===== src/rtl/bp_pkg.sv =====
// bp_pkg: shared types and counter helpers for the branch predictor.
// Contents: btb_entry_t (valid, jump, tag, target), counter constants
// cnt_weak_t/cnt_weak_nt (weakly taken / weakly not taken) and saturating
// sat_inc/sat_dec. Counters are handled at CNT_MAX_W bits and narrowed by users.
package bp_pkg;
    localparam int BP_W = 32;
    localparam int CNT_MAX_W = 16;
    typedef logic [CNT_MAX_W-1:0] cnt_t;
    typedef struct packed {
        logic            valid;
        logic            jump;
        logic [BP_W-1:0] tag;
        logic [BP_W-1:0] target;
    } btb_entry_t;
    function automatic cnt_t cnt_weak_t(input int w);
        return cnt_t'(1) << (w - 1);
    endfunction
    function automatic cnt_t cnt_weak_nt(input int w);
        return cnt_weak_t(w) - cnt_t'(1);
    endfunction
    // all-ones for width w is (2^(w-1) << 1) - 1
    function automatic cnt_t sat_inc(input cnt_t c, input int w);
        return (c == (cnt_weak_t(w) << 1) - cnt_t'(1)) ? c : c + cnt_t'(1);
    endfunction
    function automatic cnt_t sat_dec(input cnt_t c);
        return (c == '0) ? c : c - cnt_t'(1);
    endfunction
endpackage


===== src/rtl/bp_counter_table.sv =====
// bp_counter_table: direction counter array with saturating update.
// Ports: clk, rst (async active-low), rd_idx -> rd_taken (counter MSB),
// upd/wr_idx/taken update one counter; alloc loads weakly-taken instead.
module bp_counter_table
    import bp_pkg::*;
#(
    parameter int ENTRIES   = 16,
    parameter int CNT_WIDTH = 2
) (
    input  logic                       clk,
    input  logic                       rst,
    input  logic [$clog2(ENTRIES)-1:0] rd_idx,
    output logic                       rd_taken,
    input  logic                       upd,
    input  logic [$clog2(ENTRIES)-1:0] wr_idx,
    input  logic                       taken,
    input  logic                       alloc
);
    logic [CNT_WIDTH-1:0] cnt [ENTRIES];
    logic [CNT_WIDTH-1:0] nxt;

    assign rd_taken = cnt[rd_idx][CNT_WIDTH-1];

    always_comb
        nxt = alloc ? CNT_WIDTH'(cnt_weak_t(CNT_WIDTH))
            : taken ? CNT_WIDTH'(sat_inc(cnt_t'(cnt[wr_idx]), CNT_WIDTH))
            : CNT_WIDTH'(sat_dec(cnt_t'(cnt[wr_idx])));

    always_ff @(posedge clk or negedge rst)
        if (!rst)
            for (int i = 0; i < ENTRIES; i++) cnt[i] <= CNT_WIDTH'(cnt_weak_nt(CNT_WIDTH));
        else if (upd)
            cnt[wr_idx] <= nxt;
endmodule


===== src/rtl/branch_predictor.sv =====
// branch_predictor: direct-mapped BTB plus saturating direction counters.
// Fetch: PCF -> PredTakenF, PredTargetF (combinational, no bypass of same-cycle update).
// Execute: UpdateE, IsJumpE, PCE, TakenE, TargetE, PredTakenE, PredTargetE
//   -> MispredictE, RecoverPCE, MispredCount (saturating).
// clk rising edge; rst asynchronous active-low.
// Optional macro BP_GSHARE_EN: counter index hashed with a non-speculative GHR.
module branch_predictor
    import bp_pkg::*;
#(
    parameter int DATA_WIDTH = 32,
    parameter int ENTRIES    = 16,
    parameter int CNT_WIDTH  = 2,
    parameter int GHR_WIDTH  = 4
) (
    input  logic                  clk,
    input  logic                  rst,
    input  logic [DATA_WIDTH-1:0] PCF,
    output logic                  PredTakenF,
    output logic [DATA_WIDTH-1:0] PredTargetF,
    input  logic                  UpdateE,
    input  logic                  IsJumpE,
    input  logic [DATA_WIDTH-1:0] PCE,
    input  logic                  TakenE,
    input  logic [DATA_WIDTH-1:0] TargetE,
    input  logic                  PredTakenE,
    input  logic [DATA_WIDTH-1:0] PredTargetE,
    output logic                  MispredictE,
    output logic [DATA_WIDTH-1:0] RecoverPCE,
    output logic [DATA_WIDTH-1:0] MispredCount
);
    localparam int IDX = $clog2(ENTRIES);

    if (ENTRIES < 2 || (ENTRIES & (ENTRIES - 1)) != 0 || CNT_WIDTH < 1 ||
        CNT_WIDTH > CNT_MAX_W || GHR_WIDTH < 1 || DATA_WIDTH > BP_W || DATA_WIDTH < IDX + 3) begin : g_bad_cfg
        $error("branch_predictor: unsupported parameter set");
    end

    btb_entry_t     btb [ENTRIES];
    btb_entry_t     ent_f;
    logic [IDX-1:0] idx_f, idx_e, cidx_f, cidx_e;
    logic           hit_f, cnt_taken, alloc;

    assign idx_f = PCF[IDX+1:2];
    assign idx_e = PCE[IDX+1:2];
    assign ent_f = btb[idx_f];
    assign hit_f = ent_f.valid && ent_f.tag == BP_W'(PCF >> (IDX + 2));

    assign PredTakenF  = hit_f & (ent_f.jump | cnt_taken);
    assign PredTargetF = PredTakenF ? DATA_WIDTH'(ent_f.target) : PCF + DATA_WIDTH'(4);

    assign MispredictE = UpdateE & ((TakenE != PredTakenE) | (TakenE & (TargetE != PredTargetE)));
    assign RecoverPCE  = TakenE ? TargetE : PCE + DATA_WIDTH'(4);

`ifdef BP_GSHARE_EN
    logic [GHR_WIDTH-1:0] ghr;
    // history is shifted at resolve, so lookup and update both hash with the committed GHR
    assign cidx_f = idx_f ^ IDX'(ghr);
    assign cidx_e = idx_e ^ IDX'(ghr);
    assign alloc  = 1'b0;
    always_ff @(posedge clk or negedge rst)
        if (!rst)
            ghr <= '0;
        else if (UpdateE && !IsJumpE)
            ghr <= GHR_WIDTH'({ghr, TakenE});
`else
    logic hit_e;
    assign hit_e  = btb[idx_e].valid && btb[idx_e].tag == BP_W'(PCE >> (IDX + 2));
    assign cidx_f = idx_f;
    assign cidx_e = idx_e;
    assign alloc  = ~hit_e & TakenE;
`endif

    bp_counter_table #(.ENTRIES(ENTRIES), .CNT_WIDTH(CNT_WIDTH)) u_cnt (
        .clk      (clk),
        .rst      (rst),
        .rd_idx   (cidx_f),
        .rd_taken (cnt_taken),
        .upd      (UpdateE),
        .wr_idx   (cidx_e),
        .taken    (TakenE),
        .alloc    (alloc)
    );

    always_ff @(posedge clk or negedge rst)
        if (!rst) begin
            for (int i = 0; i < ENTRIES; i++) btb[i] <= '0;
            MispredCount <= '0;
        end else begin
            if (UpdateE && TakenE)
                btb[idx_e] <= '{valid: 1'b1, jump: IsJumpE, tag: BP_W'(PCE >> (IDX + 2)), target: BP_W'(TargetE)};
            if (MispredictE && !(&MispredCount))
                MispredCount <= MispredCount + DATA_WIDTH'(1);
        end
endmodule


===== config.mk =====
export PLATFORM = sky130hd
export DESIGN_NAME = branch_predictor
export DESIGN_NICKNAME = d
export VERILOG_FILES = /design/src/rtl/bp_pkg.sv /design/src/rtl/bp_counter_table.sv /design/src/rtl/branch_predictor.sv
export SDC_FILE = /design/constraint.sdc
export NUM_CORES = 2
export LEC_CHECK = 0
export ABC_AREA = 0
export BUFFER_PORTS_ARGS = -buffer_cell sky130_fd_sc_hd__buf_2
export CAP_MARGIN = 20
export CORE_AREA = 2 2 433 263
export CTS_CLUSTER_SIZE = 14
export DETAILED_ROUTE_END_ITERATION = 6
export DIE_AREA = 0 0 435 265
export PLACE_DENSITY = 0.67
export SLEW_MARGIN = 20
export SYNTH_ARGS = -nofsm -noshare
export SYNTH_HDL_FRONTEND = slang
export SYNTH_HIERARCHICAL = 1
export SYNTH_SLANG_ARGS = --single-unit

===== constraint.sdc =====
create_clock -name clk -period 5 [get_ports clk]
set_input_delay 1 -clock clk [delete_from_list [all_inputs] [get_ports clk]]
set_output_delay 1 -clock clk [all_outputs]
set_load 0.05 [all_outputs]

# --- Word-level counts from Yosys, hierarchy flattened ---
# Index checks and enable logic that the tools add are counted.
word_totals:
  mem_bits_rw: 0
  output_inout_bits: 98
  latch_bits: 0
  rom_bits: 0
  reg_bits: 1120
  inputBits: 134
  n_memories: 0
op_classes:
  mux: 24
  n_addsub: 5
  n_div: 0
  n_lt_le_gt_ge: 3
  n_shift: 0
  reduce_logical: 8
  eq_ne: 5
  n_bitwise: 9
  n_mul: 0
ops:
  columns: ["op", "count"]
  rows:
  - ["bitwise mux 1056 bit", 1]
  - ["binary-select mux 66 bit (select 4 bit)", 2]
  - ["2-to-1 mux 66 bit", 5]
  - ["demux 66 bit (select 4 bit)", 1]
  - ["adder 32 x 3 -> 32 bit, second input constant", 2]
  - ["equality test 32 x 26 -> 1 bit", 2]
  - ["2-to-1 mux 32 bit", 2]
  - ["adder 32 x 1 -> 32 bit, second input constant", 1]
  - ["bitwise mux 32 bit", 1]
  - ["inequality test 32 bit", 1]
  - ["AND reduction 32 bit", 1]
  - ["2-to-1 mux 2 bit", 9]
  - ["binary-select mux 2 bit (select 4 bit)", 2]
  - ["greater-or-equal comparator 5 bit, second input constant", 2]
  - ["inverter 4 -> 5 bit", 2]
  - ["demux 2 bit (select 4 bit)", 1]
  - ["logical AND 1 bit", 5]
  - ["less-than comparator 5 x 1 -> 1 bit, second input constant", 1]
  - ["AND 1 bit", 4]
  - ["adder 2 x 1 -> 2 bit, second input constant", 1]
  - ["equality test 2 bit, second input constant", 1]
  - ["zero test 2 bit", 1]
  - ["bitwise OR 1 bit", 2]
  - ["subtractor 2 x 1 -> 2 bit, second input constant", 1]
  - ["other kinds (3)", 3]

# --- Logic depth before layout (Yosys ltp) ---
depth:
  depth_word: 10
  mapped_depth: 15
  ltp_nobuf: 11

# --- Cells and area by module ---
# Netlist, hierarchy kept.
modules_own_cells:
  columns: ["mod", "area_each_um2", "seq_area_each_um2", "cells_each", "n_inst"]
  rows:
  - ["branch_predictor", 51060.2, 24823.8, 3483, 1]
  - ["bp_counter_table", 2060.7, 820.8, 200, 1]

# --- Least setup slack after synthesis ---
# OpenSTA, ideal clock, no wires.
synth_path:
  kind: "input to output"
  from: "input PCF[2]"
  to: "output PredTargetF[10]"
  t_arrival_ps: 4228
  n_path_buf: 6
  stages: 13
  slack_ps: -228
  path_cell_list: "buf_6 -> buf_4 -> buf_2 -> buf_2 -> mux4_2 -> a32oi_1 -> o21ai_0 -> a221oi_1 -> o2111ai_1 -> or4_1 -> buf_6 -> buf_12 -> mux2_4"
synth_via:
  elab_chain_cells: 8
  elab_cells_between_ends: 13
  cone_classes: "add/sub: 1; eq/ne: 1; mux: 7; bitwise: 3; reduce/logical: 1"
synth_rtl:
  columns: ["item", "line", "rtl"]
  rows:
  - ["start, declared", "branch_predictor.sv:17", "input logic [DATA_WIDTH-1:0] PCF,"]
  - ["inverter 4 -> 5 bit (not written as such)", "bp_counter_table.sv:22, branch_predictor.sv:45", null]
  - ["binary-select mux 66 bit (select 4 bit)", "branch_predictor.sv:45", "assign ent_f = btb[idx_f];"]
  - ["2-to-1 mux 66 bit (not written as such) (2 in a row)", "branch_predictor.sv:45", null]
  - ["equality test 32 x 26 -> 1 bit", "branch_predictor.sv:46", "assign hit_f = ent_f.valid && ent_f.tag == BP_W'(PCF >> (IDX + 2));"]
  - ["logical AND 1 bit", "branch_predictor.sv:46", null]
  - ["AND 1 bit", "branch_predictor.sv:48", "assign PredTakenF = hit_f & (ent_f.jump | cnt_taken);"]
  - ["2-to-1 mux 32 bit (*)", "branch_predictor.sv:49", "assign PredTargetF = PredTakenF ? DATA_WIDTH'(ent_f.target) : PCF + DATA_WIDTH'(4);"]
  - ["end, declared", "branch_predictor.sv:19", "output logic [DATA_WIDTH-1:0] PredTargetF,"]
# Every way passes the cells marked *; elsewhere a longest branch is shown, timed or not. The select of a mux whose other input is x is not followed.

# --- Worst setup path after layout ---
layout_path:
  from: "input PCF[3]"
  to: "output PredTargetF[21]"
# The elaborated chain is that of the path after synthesis.

==> impl_metrics.env <==
export IMPL_synth_edff_count=0
export IMPL_drt_total_wl_um=174000
export IMPL_insertion_delay_ns=0.72
export IMPL_synth_top_family_by_area="multiplexers"
export IMPL_violations="setup timing"
export IMPL_leakagePower_nw=27.0
export IMPL_grt_pass1_vias=34800
export IMPL_cp_top_family="simple AND/OR/NAND/NOR gates"
export IMPL_rsz0062_at_grt="yes"
export IMPL_synth_simple_area_share_pct=3.84
export IMPL_numClockSinks=1024
export IMPL_slew_headroom_pct=27.2
export IMPL_cp_required_ns=4.00
export IMPL_power_density_nw_per_um2=395
export IMPL_cts_hold_buffers=0
export IMPL_vias=35200
export IMPL_cap_viol_max_count=0
export IMPL_coreArea_um2=111000
export IMPL_routedWlPerCell_um=31.7
export IMPL_multi_input_area_um2=26200
export IMPL_die_width_um=435
export IMPL_syn_area_per_cell_um2=14.4
export IMPL_crit_type="input pin to primary output"
export IMPL_dr_wl_met3_um=17600
export IMPL_root_buffer="clkbuf_16"
export IMPL_gp_congestion=1.03
export IMPL_cp_slowest_cell="or4_4"
export IMPL_top_layer="met5"
export IMPL_die_height_um=265
export IMPL_start_kind="input pin"
export IMPL_htreeDepth=3
export IMPL_async_flop_share_pct=100
export IMPL_antenna_found_initial=6
export IMPL_netlist_top_cells_count="dfrtp_1, mux2_2, mux4_2, clkbuf_1, mux2i_1"
export IMPL_fin_crit_sh_pct=114
export IMPL_io_pins=232
export IMPL_wl_met2_um=72200
export IMPL_dp_hpwl_um=119000
export IMPL_numCtsBuffers=97
export IMPL_yosysTopAreaCell="dfrtp_1"
export IMPL_track_usage_pct=30.4
export IMPL_met1_length_um=78700
export IMPL_synth_cell_types=68
export IMPL_initialDrtViolationCount=3995
export IMPL_slew_viol_final=0
export IMPL_setup_ws_ns=-0.697
export IMPL_end_kind="primary output"
export IMPL_synth_mux_area_share_pct=39.5
export IMPL_ys_seq_area_share_pct=48.3
export IMPL_grt_max_degree=111
export IMPL_critPathMaxStageDelay_ns=0.67
export IMPL_syn_inst=3683
export IMPL_cts_tree="built"
export IMPL_hp_class="input pin to asynchronous set/reset pin"
export IMPL_nets=4069
export IMPL_whs_ns=0.303
export IMPL_ys_warn_count=6
export IMPL_syn_area_um2=53100
export IMPL_clk_path_buf_depth=3
export IMPL_synth_xor_area_share_pct=2.64
export IMPL_fmax_ghz=0.176
export IMPL_synth_compound_area_share_pct=2.44
export IMPL_period_minus_slack_ns=5.70
export IMPL_vdd_ir_drop_max_v=0.000266
export IMPL_ys_flop_type="dfrtp_1"
export IMPL_drc=0
export IMPL_drive_gt1_share_pct=53.6
export IMPL_synthAdderAreaFrac_pct=0.141
export IMPL_crit_path_cell_trace="bufbuf_16, buf_6, buf_4, mux2_2, o32ai_2, nor3_1, mux2i_1, nand4b_1, or4_4, or4_4, buf_16, mux2_4, buf_6"
export IMPL_die_area_um2=115000
export IMPL_synth_nets=3823
export IMPL_area_delta_synth_final_pct=16.1
export IMPL_critical_path_arrival_ns=4.70
export IMPL_setup_viol=33
export IMPL_ys_top_cells_by_area="dfrtp_1, mux2_2, mux4_2"
export IMPL_nFillCells=9005
export IMPL_initial_core_util_pct=47.7
export IMPL_yosys_area_top_type_share_pct=47.5
export IMPL_p_total_w=0.0244
export IMPL_path_max_fanout=8
export IMPL_io_buffers=231
export IMPL_ant_nets=0
export IMPL_seq_area_um2=25600
export IMPL_path_clk_slew_ns=0.06
export IMPL_via_per_inst=6.39
export IMPL_crit_buf_inv=5
export IMPL_grt_pass1_wl_um=256000
export IMPL_fin_skew_ns=0.0400
export IMPL_grt_ovfl_total=0
export IMPL_hold_viol_final=0
export IMPL_synth_seq_cells=1024
export IMPL_tightest_slew_ns=1.09
export IMPL_synth_most_common_cell="dfrtp_1"
export IMPL_rows=95
export IMPL_first_pass_iters=5
export IMPL_outcome="complete, but fails checks"
[registers in the layout, indices dropped and copies added (netlist names)]
signal	count
MispredCount	32
btb	960
u_cnt/cnt	32
[final timing paths]
path                                              start                            to  slack, ns  cells past startpoint
max in group asynchronous                           rst           btb[40]$_DFFE_PN0P_       3.51                      2
hold reg to reg            MispredCount[26]$_DFFE_PN0P_  MispredCount[26]$_DFFE_PN0P_       0.49                      1
setup / recovery                                 PCF[3]               PredTargetF[21]      -0.70                     13
hold / removal                                      rst  MispredCount[28]$_DFFE_PN0P_       0.30                      1
min in group clk           MispredCount[26]$_DFFE_PN0P_  MispredCount[26]$_DFFE_PN0P_       0.49                      1
setup reg to reg                    btb[47]$_DFFE_PN0P_     u_cnt/cnt[14]$_DFFE_PN1P_       1.56                     11
[area by class of cell]
| type | instances | share of cell area (%) |
|---|---|---|
| Timing Repair Buffer | 519 | 7.43 |
| Tap cell | 1503 | 3.05 |
| Clock inverter | 31 | 0.670 |
| Multi-Input combinational cell | 2260 | 42.4 |
| Sequential cell | 1024 | 41.6 |
| Clock buffer | 142 | 4.68 |
| Inverter | 27 | 0.172 |
| Antenna cell | 2 | 0.00812 |
[cells by family (layout without fill, tap and decap cells)]
group / Yosys count / in the layout
adder cells (fa/ha/maj): 6 / 6
AO/OA/AOI/OAI: 200 / 200
buffers and inverters: 399 / 719
XOR/XNOR: 160 / 160
flip-flops: 1024 / 1024
multiplexers: 1490 / 1490
AND/OR/NAND/NOR: 404 / 404
other: 0 / 2
[worst register-to-register path, cell delays in order, from the launching register on]
cell,delay [ns]
dfrtp_1,0.40
mux4_2,0.48
mux2i_1,0.56
o221ai_1,0.27
a21oi_1,0.20
nand3_1,0.22
nor4_1,0.40
a41oi_2,0.26
buf_12,0.24
nand2_1,0.10
o21ai_0,0.08
a31oi_1,0.19
[per-stage QoR]
stage          instance area, um2  setup TNS, ns  setup WS (ns)  util, %  cells
6_report                    61700         -22.31         -0.697     55.4   5508
3_3_place_gp                57600         -30.91         -0.956     51.8   5318
3_5_place_dp                57600         -31.53         -0.993     51.8   5318
4_1_cts                     61600         -19.55         -0.620     55.3   5504
5_1_grt                     61700         -22.97         -0.715     55.4   5507
2_1_floorplan               53200          -3.05         -0.105        -   3683
[power by group]
| part | internal [W] | switching, W | leakage, nW |
|---|---|---|---|
| logic | 0.00301 | 0.00255 | 12.3 |
| clock network | 0.00442 | 0.00337 | 1.64 |
| registers | 0.00995 | 0.00109 | 13.0 |
[routing by layer]
layer  vias to the layer above  global-route usage [%]
li1                      14300                       -
met1                     19000                    46.8
met2                      1613                    41.5
met3                       273                    8.27
met4                         6                    9.57
met5                         -                   0.414
[cell usage in the layout, fill, tap and decap left out, types with 20 or more instances in the layout]
cell type  count
a31oi_1       20
buf_12        64
buf_2        180
buf_4        226
buf_6         33
clkbuf_16     99
clkbuf_8      27
dfrtp_1     1008
inv_1         23
mux2_2       967
mux2_4        30
mux2i_1      108
mux4_2       376
nand2_1      109
nand3_1       58
nand4_1       25
nor2_1        55
nor3_1        29
o21ai_0       67
xnor2_1       71
xor2_1        85
[timing repair]
item / in CTS / in global routing
endpoints found under the setup margin: 34 / 37
gates resized for setup: 119 / 20
gates cloned: 5 / 0
buffers inserted: 8 / 2
pin swaps: 9 / 4
Note: power is estimated with default switching activity, not from simulation.
